**config.mk**
```make
export PLATFORM = sky130hd
export DESIGN_NAME = mem_arbiter
export DESIGN_NICKNAME = d
export VERILOG_FILES = /design/src/rtl/mem_arbiter.sv
export SDC_FILE = /design/constraint.sdc
export NUM_CORES = 1
export LEC_CHECK = 0
export BUFFER_PORTS_ARGS = -buffer_cell sky130_fd_sc_hd__buf_2
export CORE_AREA = 2 2 120 122
export CTS_CLUSTER_DIAMETER = 200
export DETAILED_ROUTE_END_ITERATION = 8
export DIE_AREA = 0 0 122 124
export GPL_TIMING_DRIVEN = 0
export PLACE_DENSITY = 0.86
export REMOVE_ABC_BUFFERS = 1
export SLEW_MARGIN = 20
export SYNTH_ARGS = -nofsm -noshare
export SYNTH_HDL_FRONTEND = slang
export SYNTH_SLANG_ARGS = --single-unit
```
**constraint.sdc**
```tcl
create_clock -name clk -period 5.6 [get_ports clk]
set_clock_uncertainty 0.2 [all_clocks]
set_input_delay 1.12 -clock clk [delete_from_list [all_inputs] [get_ports clk]]
set_output_delay 1.12 -clock clk [all_outputs]
set_load 0.005 [all_outputs]
```
**src/rtl/mem_arbiter.sv**
```systemverilog
// Two-client memory arbiter: fetch (if_*) and data (dm_*) clients share one
// memory-controller port, with a single transaction outstanding at a time.
module mem_arbiter #(
    parameter int ADDR_WIDTH = 32,
    parameter int DATA_WIDTH = 32
) (
    input  logic                    clk,
    input  logic                    rst,

    input  logic [1:0]              if_rw_i,
    input  logic [ADDR_WIDTH-1:0]   if_addr_i,
    input  logic [DATA_WIDTH-1:0]   if_data_i,
    input  logic [DATA_WIDTH/8-1:0] if_mask_i,
    output logic [DATA_WIDTH-1:0]   if_data_o,
    output logic                    if_busy_o,
    output logic                    if_done_o,

    input  logic [1:0]              dm_rw_i,
    input  logic [ADDR_WIDTH-1:0]   dm_addr_i,
    input  logic [DATA_WIDTH-1:0]   dm_data_i,
    input  logic [DATA_WIDTH/8-1:0] dm_mask_i,
    output logic [DATA_WIDTH-1:0]   dm_data_o,
    output logic                    dm_busy_o,
    output logic                    dm_done_o,

    output logic [1:0]              mem_rw_o,
    output logic [ADDR_WIDTH-1:0]   mem_addr_o,
    output logic [DATA_WIDTH-1:0]   mem_data_o,
    output logic [DATA_WIDTH/8-1:0] mem_mask_o,
    input  logic [DATA_WIDTH-1:0]   mem_data_i,
    input  logic                    mem_busy_i,
    input  logic                    mem_done_i
);

    // state | meaning
    // IDLE  | nothing outstanding; arbitrate between eligible clients
    // WAIT  | request issued; first cycle drives mem_rw_o, then await mem_done_i

    localparam int MASK_WIDTH = DATA_WIDTH / 8;

    typedef enum logic {
        ST_IDLE = 1'b0,
        ST_WAIT = 1'b1
    } state_t;

    state_t                  state, state_nxt;
    logic                    issue, issue_nxt;
    // Owner of the outstanding transaction; also remembers the last winner for tie-breaks.
    logic                    grant_dm, grant_dm_nxt;

    logic [1:0]              mem_rw_nxt;
    logic [ADDR_WIDTH-1:0]   mem_addr_nxt;
    logic [DATA_WIDTH-1:0]   mem_data_nxt;
    logic [MASK_WIDTH-1:0]   mem_mask_nxt;
    logic [DATA_WIDTH-1:0]   if_data_nxt, dm_data_nxt;
    logic                    if_busy_nxt, dm_busy_nxt;
    logic                    if_done_nxt, dm_done_nxt;

    logic                    if_req, dm_req;
    logic                    if_elig, dm_elig;
    logic                    pick_dm;

    assign if_req  = (if_rw_i == 2'b01) || (if_rw_i == 2'b10);
    assign dm_req  = (dm_rw_i == 2'b01) || (dm_rw_i == 2'b10);
    // A client completing this cycle is not re-granted in the same cycle.
    assign if_elig = if_req && !if_done_o;
    assign dm_elig = dm_req && !dm_done_o;
    assign pick_dm = dm_elig && (!if_elig || !grant_dm);

    always_ff @(posedge clk or negedge rst) begin
        if (!rst) begin
            state      <= ST_IDLE;
            issue      <= 1'b0;
            grant_dm   <= 1'b0;
            mem_rw_o   <= 2'b00;
            mem_addr_o <= '0;
            mem_data_o <= '0;
            mem_mask_o <= '0;
            if_data_o  <= '0;
            dm_data_o  <= '0;
            if_busy_o  <= 1'b0;
            dm_busy_o  <= 1'b0;
            if_done_o  <= 1'b0;
            dm_done_o  <= 1'b0;
        end else begin
            state      <= state_nxt;
            issue      <= issue_nxt;
            grant_dm   <= grant_dm_nxt;
            mem_rw_o   <= mem_rw_nxt;
            mem_addr_o <= mem_addr_nxt;
            mem_data_o <= mem_data_nxt;
            mem_mask_o <= mem_mask_nxt;
            if_data_o  <= if_data_nxt;
            dm_data_o  <= dm_data_nxt;
            if_busy_o  <= if_busy_nxt;
            dm_busy_o  <= dm_busy_nxt;
            if_done_o  <= if_done_nxt;
            dm_done_o  <= dm_done_nxt;
        end
    end

    always_comb begin
        state_nxt    = state;
        issue_nxt    = 1'b0;
        grant_dm_nxt = grant_dm;
        mem_rw_nxt   = 2'b00;
        mem_addr_nxt = mem_addr_o;
        mem_data_nxt = mem_data_o;
        mem_mask_nxt = mem_mask_o;
        if_data_nxt  = if_data_o;
        dm_data_nxt  = dm_data_o;
        if_busy_nxt  = if_busy_o;
        dm_busy_nxt  = dm_busy_o;
        if_done_nxt  = 1'b0;
        dm_done_nxt  = 1'b0;

        case (state)
            ST_IDLE: begin
                if (!mem_busy_i && (if_elig || dm_elig)) begin
                    state_nxt    = ST_WAIT;
                    issue_nxt    = 1'b1;
                    grant_dm_nxt = pick_dm;
                    if (pick_dm) begin
                        mem_rw_nxt   = dm_rw_i;
                        mem_addr_nxt = dm_addr_i;
                        mem_data_nxt = dm_data_i;
                        mem_mask_nxt = dm_mask_i;
                        dm_busy_nxt  = 1'b1;
                        if_busy_nxt  = 1'b0;
                    end else begin
                        mem_rw_nxt   = if_rw_i;
                        mem_addr_nxt = if_addr_i;
                        mem_data_nxt = if_data_i;
                        mem_mask_nxt = if_mask_i;
                        if_busy_nxt  = 1'b1;
                        dm_busy_nxt  = 1'b0;
                    end
                end
            end
            ST_WAIT: begin
                // Completion during the issue cycle belongs to no transaction.
                if (!issue && mem_done_i) begin
                    state_nxt = ST_IDLE;
                    if (grant_dm) begin
                        dm_done_nxt = 1'b1;
                        dm_busy_nxt = 1'b0;
                        dm_data_nxt = mem_data_i;
                    end else begin
                        if_done_nxt = 1'b1;
                        if_busy_nxt = 1'b0;
                        if_data_nxt = mem_data_i;
                    end
                end
            end
        endcase
    end

endmodule
```
* Yosys cells after proc, flatten, opt, wreduce, memory -nomap -nowiden *
Cells that the tools add are included.

word-level totals
  register bits after elaboration = 141
  bits of input ports = 176
  output and inout bits = 138
  logic and storage cells = 69

cells by class
  eq/ne operators = 8
  mux-type cells = 26
  bitwise operators = 2
  reductions and logical operators = 20

operators by type and width
  cell                count
  $mux 32             2
  $mux 1              17
  $reduce_and 3->1    4
  $logic_not 1->1     6
  $mux 2              3
  $pmux 1 s2          3
  $logic_and 1x1->1   5
  $eq 2x1->1 const B  2
  $eq 2x2->1 const B  2
  $logic_or 1x1->1    4
  $mux 4              1
  $ne 2x1->1 const B  2
  $ne 2x2->1 const B  2
  $not 1->1           2
  $reduce_and 2->1    1

* Logic depth before layout (Yosys ltp) *
Gate-level depths: netlist (run 1).

  word-level depth = 9
  gate-level depth with buffers = 6
  mapped depth without buffers = 5

* Least setup slack after synthesis (run 1) *
Ideal clock, no wire load.

  kind = input -> register
  start point = input mem_done_i
  end point = register if_data_o[0]
  setup time = 125 ps
  data arrival time = 2,232 ps
  required time = 5,275 ps
  slack = 3,044 ps
  cell stages on the path = 5
  buffers on the path = 2
  path through = nor2b_1 and3_1 clkbuf_1 buf_2 mux2_2

on the way
  longest elaborated chain between the ends = 2

ends and longest elaborated chain
  item                        line  RTL
  start, declared             32    input logic mem_done_i
  $logic_and 1x1->1           142   if (!issue && mem_done_i) begin
  $reduce_and 3->1 (no line)  -
  end signal, assigned        93    if_data_o <= if_data_nxt;
  end, declared               14    output logic [DATA_WIDTH-1:0] if_data_o,

Every way passes these cells.
A chain may end at the register's enable or synchronous reset.

* Worst setup path in the final report (run 1) *
  start point = input if_rw_i[1]
  end point = register mem_addr_o[24]

on the way
  longest elaborated chain between the ends = 7
  elaborated cells between the ends (all ways) = 11
  classes of those cells = eq/ne (2); mux (1); reduce/logical (8)

ends and longest elaborated chain
  item                                             line  RTL
  start, declared                                  10    input logic [1:0] if_rw_i,
  $eq 2x1->1 / $eq 2x2->1 (equally long branches)  63    assign if_req = (if_rw_i == 2'b01) || (if_rw_i == 2'b10);
  $logic_or 1x1->1 (*)                             63
  $logic_and 1x1->1 (*)                            66    assign if_elig = if_req && !if_done_o;
  $logic_not 1->1                                  68    assign pick_dm = dm_elig && (!if_elig || !grant_dm);
  $logic_or 1x1->1                                 68
  $logic_and 1x1->1                                68
  $mux 32                                          123   if (pick_dm) begin
  end signal, assigned                             90    mem_addr_o <= mem_addr_nxt;
  end, declared                                    27    output logic [ADDR_WIDTH-1:0] mem_addr_o,

Mark *: on every way between the ends. The rest lies on a longest branch, timed or not.

==> results of run 1 <==
[worst min-delay path, cell delays in order, from the launching register on]
cell	delay [ns]
dfrtp_1	0.34
nand2_1	0.04
o21ai_0	0.06
[cell families (layout without fill, tap and decap cells)]
logic type | after synthesis | count (layout) | share of synthesized area
xor+xnor | 3 | 3 | 0.00443
simple gates | 78 | 78 | 0.0517
compound gates | 75 | 75 | 0.0663
buf+inv | 35 | 366 | 0.0443
flops | 141 | 141 | 0.595
mux | 133 | 133 | 0.238
[per-stage QoR]
| step | area [um^2] | hold WS [ns] | power [mW] |
|---|---|---|---|
| global route | 8330 | 0.298 | 4.83 |
| finish | 8330 | 0.274 | 4.52 |
| global placement | 7480 | 0.262 | 3.33 |
| floorplan | 5680 | 0.273 | 2.61 |
| detailed placement | 7720 | 0.269 | 3.40 |
| CTS | 8330 | 0.282 | 4.57 |
[metal layers]
layer,track usage,up-vias,share of wire
met3,0.0577,23,0.082
li1,-,2242,-
met1,0.229,2192,0.40
met5,0,-,0
met4,0.0805,0,0.021
met2,0.333,214,0.50
[power groups by stage]
| stage | registers [mW] | logic [mW] | clock network [mW] |
|---|---|---|---|
| 2_1_floorplan | 1.81 | 0.797 | 0 |
| 4_1_cts | 1.77 | 1.64 | 1.17 |
| 3_5_place_dp | 1.77 | 1.63 | 0 |
| 5_1_grt | 1.82 | 1.79 | 1.22 |
| 6_report | 1.77 | 1.61 | 1.15 |
| 3_3_place_gp | 1.74 | 1.59 | 0 |
[placed cells by master (no fill, tap or decap)]
master,instances
nand2_1,70
clkbuf_1,2
xor2_1,2
buf_12,2
clkinv_2,2
nand3_1,1
buf_8,2
nor2_1,1
o21ai_0,7
inv_1,5
buf_2,312
inv_6,2
clkinv_4,2
clkbuf_8,1
a311oi_4,1
dfrtp_1,141
clkbuf_16,17
mux2i_1,69
nor2b_1,1
a21oi_1,1
o21ai_1,65
nor3_1,2
buf_6,12
buf_16,1
bufinv_16,3
clkinvlp_4,2
a22oi_2,1
inv_8,1
nand3_2,1
nand3b_1,1
and3_2,1
mux2_2,64
xnor2_1,1
[layout make-up]
class,count,area (um^2)
Clock buffer,20,447
Inverter,5,18.8
Timing Repair Buffer,329,1790
Sequential cell,141,3530
Fill cell,1098,5390
Tap cell,180,225
Multi-Input combinational cell,289,2150
Clock inverter,12,161
[how the worst max path moves through the flow]
stage	from	endpoint	slack (ns)	cells after the start
finish	if_rw_i[1]	mem_addr_o[24]	2.39	9
CTS	if_rw_i[1]	mem_addr_o[24]	2.40	9
global placement	if_rw_i[1]	mem_data_o[15]	-2.41	5
detailed placement	if_rw_i[1]	mem_addr_o[24]	1.94	9
global route	if_rw_i[1]	mem_mask_o[2]	2.26	9
floorplan	if_rw_i[1]	mem_addr_o[31]	-0.96	4
[registers in the layout, indices dropped and copies added, names as in the netlist]
name and flops:
mem_data_o 32, dm_busy_o 1, if_done_o 1, mem_addr_o 32, issue 1, mem_rw_o 2
dm_done_o 1, dm_data_o 32, if_data_o 32, state 1, grant_dm 1, mem_mask_o 4
if_busy_o 1
==> results.md, run 1 <==
- Area Overhead vs Synth: 40.5%
- Sequential share of power: 0.390
- Max-Cap Viols: 0
- EDFF count, synth: 0
- Vias per cell: 4.79
- Worst Path Arrival: 3.30 ns
- Int Power: 3.08 mW
- Inst Count DP: 944
- Final wirelength: 14.8 mm
- CTS root buf: clkbuf_16
- Ranking of synthesized cells by area: dfrtp_1 (60%), mux2_2 (12%), mux2i_1 (12%), o21ai_1 (5.5%), nand2_1 (4.4%)
- CP Launch Type: input pin
- Row count: 43
- GRT Total Usage: 0.195
- Worst hold start: mem_mask_o[3]
- Fmax: 312 MHz
- Critical path, cell by cell: buf_2 > xor2_1 > a311oi_4 > buf_8 > buf_6 > buf_6 > buf_6 > mux2i_1 > o21ai_1
- Final core utilization: 0.607
- Top FF cell, synth: dfrtp_1
- Worst reg2reg path depth: 7
- Hold Path Class: flip-flop to flip-flop
- Routability cong.: 0.771
- Worst stage delay on the critical path: 0.69 ns
- Clk buf depth: 2
- Status: completed
- Reg-to-reg startpoint: grant_dm
- DIE HEIGHT: 124 um
- Maximum vdd drop: 0.210 mV
- CP top delay family: buffers and inverters
- Worst hold path stage count: 2
- Antenna Nets Post-Route: 0
- WL per Instance: 15.2 um
- Drt drc: 0
- Least-Margin Pin Slew: 0.779 ns
- Pins Over Slew Limit: 0
- RSZ-0062 raised after global routing: no
- First-pass GRT wire length: 22.5 mm
- Yosys top cell by area: dfrtp_1
- Final worst setup slack: 2.39 ns
- H-tree depth: 4
- P_sw: 1.44 mW
- Fin crit period: 3.21 ns
- Fin. Hold Viols: 0
- Worst Path Buf+Inv: 5
- Most frequent CP cell: buf_6
- Setup CP Type: input pin to flip-flop
- Die area: 15,100 um^2
- Clock power share: 0.253
- Synth cell types: 22
- Largest net degree at the start of global routing: 90
- Dpl ws: 1.94 ns
- Data required, critical path: 5.69 ns
- First DRT Iteration DRCs: 161
- Horiz. Die Dim: 122 um
- Sinks on Clock Net: 141
- Mapped Cells: 465
- Cts hold-fix bufs: 0
- Syn Area/Cell: 12.7 um^2
- Synth Register Bits: 141
- DR vias: 4,671
- Final setup violation count: 0
- Top-count cell post-synth: dfrtp_1
- Combinational fraction of design power: 0.356
- Worst Path Max Fanout: 13
- Relative slew slack: 0.481
- First drt pass iteration count: 4
- Cell Count, Final, Fillers Out: 976
- Share of cells above drive strength 1: 0.536
- FF-to-FF End: mem_addr_o[24]
- Yosys top cell area share: 0.595
- Core ar.: 13,700 um^2
- Synth async-reset ratio: 1.00
- Sequential area share after synthesis: 0.595
- Fin crit share: 0.572
- Vias in the first global route: 4,500
- Post-Synthesis Cell Area: 5930 um^2
- Initial cell density of the core: 0.432
- # IOs: 314
- Initial antenna violation count: 1
- IO Port Bufs: 313
- Dpl hpwl: 11.4 mm
- Ant. Diodes: 0
- CTS tree: built
- Power per cell area: 543 nW/um^2
- Grt ovf: 0
- TritonCTS Buffers: 17
- Worst-path clk slew: 0.06 ns
- CP Capture Type: flip-flop
- Setup slack, reg-to-reg: 3.03 ns
- Sw Ratio: 0.318
- TNS Setup: 0 ns
- Slowest-stage cell, CP: a311oi_4
- Setup Fix Bufs, Post-CTS: 0
- Yosys warns: 0
- Nets: 959
- Clk_lat worst skew: 0.41 ns
- Synth top cells by count: dfrtp_1 (141), nand2_1 (70), mux2i_1 (69)
- Min-Delay Endpoint: mem_mask_o[3]
- P_leak: 4.36 nW
- Resized cells post-CTS: 0
Note: power is estimated with default switching activity, not from simulation.
==> inputs of run 2 (changes only) <==
--- a/config.mk
+++ b/config.mk
@@ -5,13 +5,14 @@
 export SDC_FILE = /design/constraint.sdc
 export NUM_CORES = 1
 export LEC_CHECK = 0
+export ABC_AREA = 1
 export BUFFER_PORTS_ARGS = -buffer_cell sky130_fd_sc_hd__buf_2
-export CORE_AREA = 2 2 120 122
+export CORE_MARGIN = 1
+export CORE_UTILIZATION = 47
 export CTS_CLUSTER_DIAMETER = 200
 export DETAILED_ROUTE_END_ITERATION = 8
-export DIE_AREA = 0 0 122 124
 export GPL_TIMING_DRIVEN = 0
-export PLACE_DENSITY = 0.86
+export PLACE_DENSITY = 0.9
 export REMOVE_ABC_BUFFERS = 1
 export SLEW_MARGIN = 20
 export SYNTH_ARGS = -nofsm -noshare
==> constraint.sdc (replaced) <==
create_clock -name clk -period 3.1 [get_ports clk]
set_clock_uncertainty 0.2 [all_clocks]
set_input_delay 0.62 -clock clk [delete_from_list [all_inputs] [get_ports clk]]
set_output_delay 0.62 -clock clk [all_outputs]
set_load 0.005 [all_outputs]
==> run 2 against run 1 <==
Against the previous run:
- combinational power increased by 78%
- sequential share of layout area decreased by 3.2 points
- sequential power increased by 78%
- global-route usage increased by 6.4 points
- total power increased by 78%
- clock power increased by 76%
- utilization increased by 4.2 points
==> results.md, run 2 <==
- Status: completed (unchanged)
- Final setup violation count: 0 (unchanged)
- Setup Fix Bufs, Post-CTS: 0 (unchanged)
- Slowest-stage cell, CP: inv_4 (was a311oi_4)
- Yosys top cell area share: 0.529 (was 0.595)
- Fin crit period: 2.50 ns
- DIE HEIGHT: 121 um (was 124 um)
- Sinks on Clock Net: 141 (unchanged)
- H-tree depth: 4 (unchanged)
- Data required, critical path: 3.26 ns (was 5.69 ns)
- Routability cong.: 0.892 (was 0.771)
- Most frequent CP cell: nand2_1 (was buf_6)
- Fin. Hold Viols: 0 (unchanged)
- Synth async-reset ratio: 1.00 (unchanged)
- Fmax: 399 MHz
- Least-Margin Pin Slew: 0.815 ns (was 0.779 ns)
- Initial antenna violation count: 0 (was 1)
- Sequential area share after synthesis: 0.529 (was 0.595)
- Power per cell area: 893 nW/um^2 (was 543 nW/um^2)
- Share of cells above drive strength 1: 0.307 (was 0.536)
- Pins Over Slew Limit: 0 (unchanged)
- Hold Path Class: input pin to flip-flop (was flip-flop to flip-flop)
- Final Hold Slack: 0.268 ns (was 0.274 ns)
- Setup CP Type: flip-flop to flip-flop (was input pin to flip-flop)
- Vias per cell: 4.89 (was 4.79)
- Clk_lat worst skew: 0.41 ns (about the same)
- EDFF count, synth: 0 (unchanged)
- Top FF cell, synth: dfrtp_1 (unchanged)
- # IOs: 314 (unchanged)
- Clk buf depth: 2 (unchanged)
- Commonest non-fill, non-tap cells in the layout: buf_2 (312), nand2_1 (282), inv_1 (181) (was buf_2 (312), dfrtp_1 (141), nand2_1 (70))
- Dpl ws: 0.217 ns (was 1.94 ns)
- Worst Path Arrival: 2.67 ns (was 3.30 ns)
- Sequential cell area: 3530 um^2 (unchanged)
- Ranking of synthesized cells by area: dfrtp_1 (53%), nand2_1 (16%), nand3_1 (11%), inv_1 (10%), o21ai_0 (5.0%) (was dfrtp_1 (60%), mux2_2 (12%), mux2i_1 (12%), o21ai_1 (5.5%), nand2_1 (4.4%))
- Vias in the first global route: 6,228 (was 4,500)
- TritonCTS Buffers: 17 (unchanged)
- RSZ-0062 raised after global routing: no (unchanged)
- Critical path, cell by cell: inv_1 > nand3_2 > inv_4 > nand2_4 > buf_12 > nand2_1 > nand3_1 > nand2_1 (was buf_2 > xor2_1 > a311oi_4 > buf_8 > buf_6 > buf_6 > buf_6 > mux2i_1 > o21ai_1)
- Resized cells post-CTS: 0 (unchanged)
- DR vias: 6,632 (was 4,671)
- Fin crit share: 0.807
- Ant. Diodes: 0 (unchanged)
- GRT Total Usage: 0.259 (was 0.195)
- Final wirelength: 18.7 mm (was 14.8 mm)
- IO Port Bufs: 313 (unchanged)
- Synth top cells by count: nand2_1 (283), inv_1 (181), dfrtp_1 (141) (was dfrtp_1 (141), nand2_1 (70), mux2i_1 (69))
- CP Capture Type: flip-flop (unchanged)
- Initial cell density of the core: 0.480 (was 0.432)
- Yosys top cell by area: dfrtp_1 (unchanged)
- Drt drc: 0 (unchanged)
- Area of the multi-input gates: 2200 um^2 (was 2150 um^2)
- Row count: 43 (unchanged)
- Dpl hpwl: 13.3 mm (was 11.4 mm)
- Syn Area/Cell: 7.64 um^2 (was 12.7 um^2)
- Top-count cell post-synth: nand2_1 (was dfrtp_1)
- WL per Instance: 13.8 um (was 15.2 um)
- Maximum vdd drop: 0.571 mV (was 0.210 mV)
- Relative slew slack: 0.456 (was 0.481)
- CTS root buf: clkbuf_16 (unchanged)
- Max-Cap Viols: 0 (unchanged)
- P_leak: 5.60 nW (was 4.36 nW)
- Final instance area: 9000 um^2 (was 8330 um^2)
- Nets: 1,339 (was 959)
- Cell Count, Final, Fillers Out: 1,356 (was 976)
- Synth cell types: 15 (was 22)
- Worst Path Max Fanout: 69 (was 13)
- Area Overhead vs Synth: 35.0% (was 40.5%)
- Core ar.: 13,900 um^2 (was 13,700 um^2)
- Die area: 14,700 um^2 (was 15,100 um^2)
- Mapped Cells: 873 (was 465)
- Final core utilization: 0.649 (was 0.607)
- Largest net degree at the start of global routing: 90 (unchanged)
- Grt ovf: 0 (unchanged)
- First DRT Iteration DRCs: 498 (was 161)
- Yosys warns: 0 (unchanged)
- Final worst setup slack: 0.597 ns (was 2.39 ns)
- First-pass GRT wire length: 29.3 mm (was 22.5 mm)
- Worst-path clk slew: 0.06 ns (about the same)
- Synth Register Bits: 141 (unchanged)
- Horiz. Die Dim: 121 um (was 122 um)
- Fillcell total: 1,139 (was 1,098)
- First drt pass iteration count: 5 (was 4)
- Antenna Nets Post-Route: 0 (unchanged)
- Inst Count DP: 1,323 (was 944)
- CTS tree: built (unchanged)
- CP Launch Type: flip-flop (was input pin)
- Post-Synthesis Cell Area: 6670 um^2 (was 5930 um^2)
- DP Area: 8400 um^2 (was 7720 um^2)
- Worst stage delay on the critical path: 0.56 ns (was 0.69 ns)
- Most common cell after layout, fill and taps aside: buf_2 (unchanged)
==> run 2: cell types whose count changed in the layout (fill, tap and decap cells not counted), sizes merged, moves of 2 or more <==
cell / before / now
nand2: 70 / 283
inv: 8 / 185
nand3: 2 / 142
mux2i: 69 / 0
mux2: 64 / 0
buf: 329 / 321
o21ai: 72 / 67
nor2: 1 / 5
nor3: 2 / 0
xor2: 2 / 0
==> run 2: repair_timing <==
action / in CTS / in global routing
hold endpoints to repair: 52 / 0
hold buffers: 1 / 0
setup endpoints to repair: 0 / 0
==> run 2: area by class of cell <==
type | instances | share of cell area
multi-input cells | 499 | 0.245
repair buffers | 322 | 0.196
inverters | 182 | 0.0762
well taps | 180 | 0.0250
clock inverters | 12 | 0.0149
clock buffers | 20 | 0.0507
flip-flops and latches | 141 | 0.392
==> run 2: logic make-up after synthesis <==
kind of cell | synth area share
AND/OR/NAND/NOR | 0.272
AO/OA/AOI/OAI | 0.0516
buffers and inverters | 0.147
flip-flops | 0.529
==> run 2: worst max-delay path: cells and delay by family (launching register included) <==
family                 cells  cell delay [ns]
buffers and inverters      3             0.93
flip-flops                 1             0.37
AND/OR/NAND/NOR            5             0.83
==> run 2: final timing paths <==
check                               start  cells past startpoint             to  slack (ns)
setup / recovery                dm_done_o                      8  mem_addr_o[8]        0.60
hold / removal             mem_data_i[18]                      3  dm_data_o[18]        0.27
setup reg to reg                dm_done_o                      8  mem_addr_o[8]        0.60
hold reg to reg             mem_data_o[3]                      2  mem_data_o[3]        0.27
max in group asynchronous             rst                      3  mem_addr_o[0]        1.41
min in group asynchronous             rst                      2  if_data_o[18]        0.52
==> run 2: stage by stage <==
stage	power (mW)	TNS, ns
6_report	8.04	0
5_1_grt	8.57	0
4_1_cts	8.06	0
3_5_place_dp	6.01	0
3_3_place_gp	5.80	-294.66
2_1_floorplan	4.44	-50.34
==> run 2: per-layer routing <==
metal  routed length, um  track usage  up-vias
met3                1190       0.0625       58
li1                    -            -     3203
met2                9400        0.443      309
met4                 646        0.117        0
met5                   0            0        -
met1                7470        0.308     3062
==> run 2: report_power, final <==
| part | leakage [nW] | switching, mW | internal, mW |
|---|---|---|---|
| clock | 0.287 | 0.790 | 1.23 |
| combinational | 3.56 | 1.64 | 1.23 |
| sequential | 1.75 | 0.464 | 2.69 |
| total | 5.60 | 2.89 | 5.15 |
==> inputs of run 3 (changes only) <==
--- a/config.mk
+++ b/config.mk
@@ -5,14 +5,14 @@
 export SDC_FILE = /design/constraint.sdc
 export NUM_CORES = 1
 export LEC_CHECK = 0
-export ABC_AREA = 1
+export ABC_AREA = 0
 export BUFFER_PORTS_ARGS = -buffer_cell sky130_fd_sc_hd__buf_2
-export CORE_MARGIN = 1
-export CORE_UTILIZATION = 47
+export CORE_AREA = 2 2 122 124
 export CTS_CLUSTER_DIAMETER = 200
 export DETAILED_ROUTE_END_ITERATION = 8
+export DIE_AREA = 0 0 124 126
 export GPL_TIMING_DRIVEN = 0
-export PLACE_DENSITY = 0.9
+export PLACE_DENSITY = 0.84
 export REMOVE_ABC_BUFFERS = 1
 export SLEW_MARGIN = 20
 export SYNTH_ARGS = -nofsm -noshare
==> constraint.sdc (replaced) <==
create_clock -name clk -period 2.4 [get_ports clk]
set_clock_uncertainty 0.2 [all_clocks]
set_input_delay 0.48 -clock clk [delete_from_list [all_inputs] [get_ports clk]]
set_output_delay 0.48 -clock clk [all_outputs]
set_load 0.005 [all_outputs]
==> run 3 against run 2 <==
Against the previous run:
- final cell count shrank 27%
- combinational power grew 33%
- total power increased by 28%
- largest cell class unchanged
- non-clock buffer count up 13
- clock power up 20%
- global-route usage down 7.0 points
==> results.md, run 3 (synthesis gave the netlist of run 1 again) <==
- Status: completed (unchanged)
- TritonCTS Buffers: 17 (unchanged)
- Fin. Hold Viols: 0 (unchanged)
- # IOs: 314 (unchanged)
- Combinational fraction of design power: 0.367 (was 0.356)
- First-pass GRT wire length: 22.6 mm (was 29.3 mm)
- Relative slew slack: 0.647 (was 0.456)
- Drt drc: 0 (unchanged)
- Ant. Diodes: 0 (unchanged)
- Fin crit period: 2.21 ns (was 2.50 ns)
- Worst Path Arrival: 2.31 ns (was 2.67 ns)
- Share of cells above drive strength 1: 0.541 (was 0.307)
- Most common cell after layout, fill and taps aside: buf_2 (unchanged)
- First drt pass iteration count: 4 (was 5)
- DIE HEIGHT: 126 um (was 121 um)
- GRT Total Usage: 0.189 (was 0.259)
- Horiz. Die Dim: 124 um (was 121 um)
- Commonest non-fill, non-tap cells in the layout: buf_2 (312), dfrtp_1 (141), nand2_1 (70) (was buf_2 (312), nand2_1 (282), inv_1 (181))
- Sequential share of power: 0.398 (was 0.392)
- Sw Ratio: 0.322 (was 0.360)
- CP Capture Type: flip-flop (unchanged)
- H-tree depth: 4 (unchanged)
- WL per Instance: 14.6 um (was 13.8 um)
- Hold Path Class: input pin to flip-flop (unchanged)
- Maximum vdd drop: 0.494 mV (was 0.571 mV)
- Grt ovf: 0 (unchanged)
- Power per cell area: 1240 nW/um^2 (was 893 nW/um^2)
- DP Area: 7730 um^2 (was 8400 um^2)
- Fmax: 451 MHz (was 399 MHz)
- Worst Path Max Fanout: 12 (was 69)
- DR vias: 4,597 (was 6,632)
- Antenna Nets Post-Route: 0 (unchanged)
- Clk buf depth: 2 (unchanged)
- Sinks on Clock Net: 141 (unchanged)
- Data required, critical path: 2.50 ns (was 3.26 ns)
- Dpl hpwl: 11.2 mm (was 13.3 mm)
- Final instance area: 8340 um^2 (was 9000 um^2)
- Largest net degree at the start of global routing: 94 (was 90)
- Nets: 965 (was 1,339)
- Setup CP Type: flip-flop to flip-flop (unchanged)
- Fillcell total: 1,215 (was 1,139)
- TNS Setup: 0 ns (unchanged)
- CTS tree: built (unchanged)
- Pins Over Slew Limit: 0 (unchanged)
- Least-Margin Pin Slew: 0.529 ns (was 0.815 ns)
- Vias per cell: 4.67 (was 4.89)
- Clock power share: 0.236 (was 0.252)
- Initial antenna violation count: 0 (unchanged)
- Row count: 44 (was 43)
- Clk_lat worst skew: 0.41 ns (about the same)
- P_sw: 3.32 mW (was 2.89 mW)
- CP Launch Type: flip-flop (unchanged)
- Fin crit share: 0.923 (was 0.807)
- Initial cell density of the core: 0.414 (was 0.480)
- Worst-path clk slew: 0.07 ns (was 0.06 ns)
- CTS root buf: clkbuf_16 (unchanged)
- Area Overhead vs Synth: 40.6% (was 35.0%)
- RSZ-0062 raised after global routing: no (unchanged)
- First DRT Iteration DRCs: 171 (was 498)
- Int Power: 7.00 mW (was 5.15 mW)
- Final wirelength: 14.4 mm (was 18.7 mm)
- Resized cells post-CTS: 0 (unchanged)
- Routability cong.: 0.753 (was 0.892)
- Max-Cap Viols: 0 (unchanged)
- Core ar.: 14,300 um^2 (was 13,900 um^2)
- IO Port Bufs: 313 (unchanged)
- P_leak: 4.37 nW (was 5.60 nW)
- Vias in the first global route: 4,686 (was 6,228)
- Die area: 15,600 um^2 (was 14,700 um^2)
- Final setup violation count: 0 (unchanged)
-- run 3: routing by layer --
metal / share of wire / wire length [um] / track usage
met5: 0 / 0 / 0
met4: 0.019 / 271 / 0.0753
met3: 0.080 / 1150 / 0.0575
met2: 0.51 / 7350 / 0.332
met1: 0.39 / 5610 / 0.211
-- run 3: cell type report --
type | count | area [um^2] | share of cell area
Sequential cell | 141 | 3530 | 0.423
Clock buffer | 18 | 439 | 0.0527
Multi-Input combinational cell | 289 | 2150 | 0.258
Timing Repair Buffer | 335 | 1850 | 0.222
Clock inverter | 13 | 116 | 0.0140
Inverter | 5 | 18.8 | 0.00225
Tap cell | 184 | 230 | 0.0276
-- run 3: power by group through the flow --
stage / registers (mW) / logic [mW] / clock network (mW)
final: 4.11 / 3.79 / 2.43
after global routing: 4.27 / 4.24 / 2.61
after CTS: 4.12 / 3.85 / 2.49
after detailed placement: 4.12 / 3.81 / 0
after global placement: 4.06 / 3.70 / 0
after floorplan: 4.22 / 1.86 / 0
-- run 3: worst max-delay path: stages (launching register included) --
cell	delay (ns)
dfrtp_1	0.37
inv_1	0.08
a311oi_4	0.30
buf_6	0.23
buf_6	0.20
buf_6	0.20
buf_6	0.20
mux2i_1	0.24
o21ai_1	0.07
-- run 3: final timing paths --
path	start	end	slack, ns	cells past startpoint
max in group asynchronous	rst	dm_busy_o	0.88	3
min in group asynchronous	rst	mem_data_o[16]	0.36	2
worst min register to register	mem_mask_o[3]	mem_mask_o[3]	0.27	2
worst min-delay path	dm_rw_i[0]	mem_rw_o[1]	0.10	2
worst max register to register	if_done_o	mem_data_o[16]	0.19	8
worst max-delay path	if_done_o	mem_data_o[16]	0.19	8
-- run 3: what timing repair did --
item                                    4_1_cts  5_1_grt
hold buffers                                  1        0
endpoints found under the hold margin        48        0
endpoints found under the setup margin       13        0
setup buffers                                 5        0
-- run 3: through the flow --
step | util | setup WS (ns) | instances | hold slack, ns | power [mW]
floorplan | - | -3.52 | 435 | -0.0156 | 6.08
global placement | 0.523 | -4.98 | 932 | 0.258 | 7.76
detailed placement | 0.540 | -0.500 | 948 | 0.204 | 7.93
CTS | 0.582 | 0.178 | 985 | 0.0811 | 10.5
global route | 0.582 | 0.0723 | 985 | 0.0842 | 11.1
finish | 0.582 | 0.185 | 985 | 0.105 | 10.3
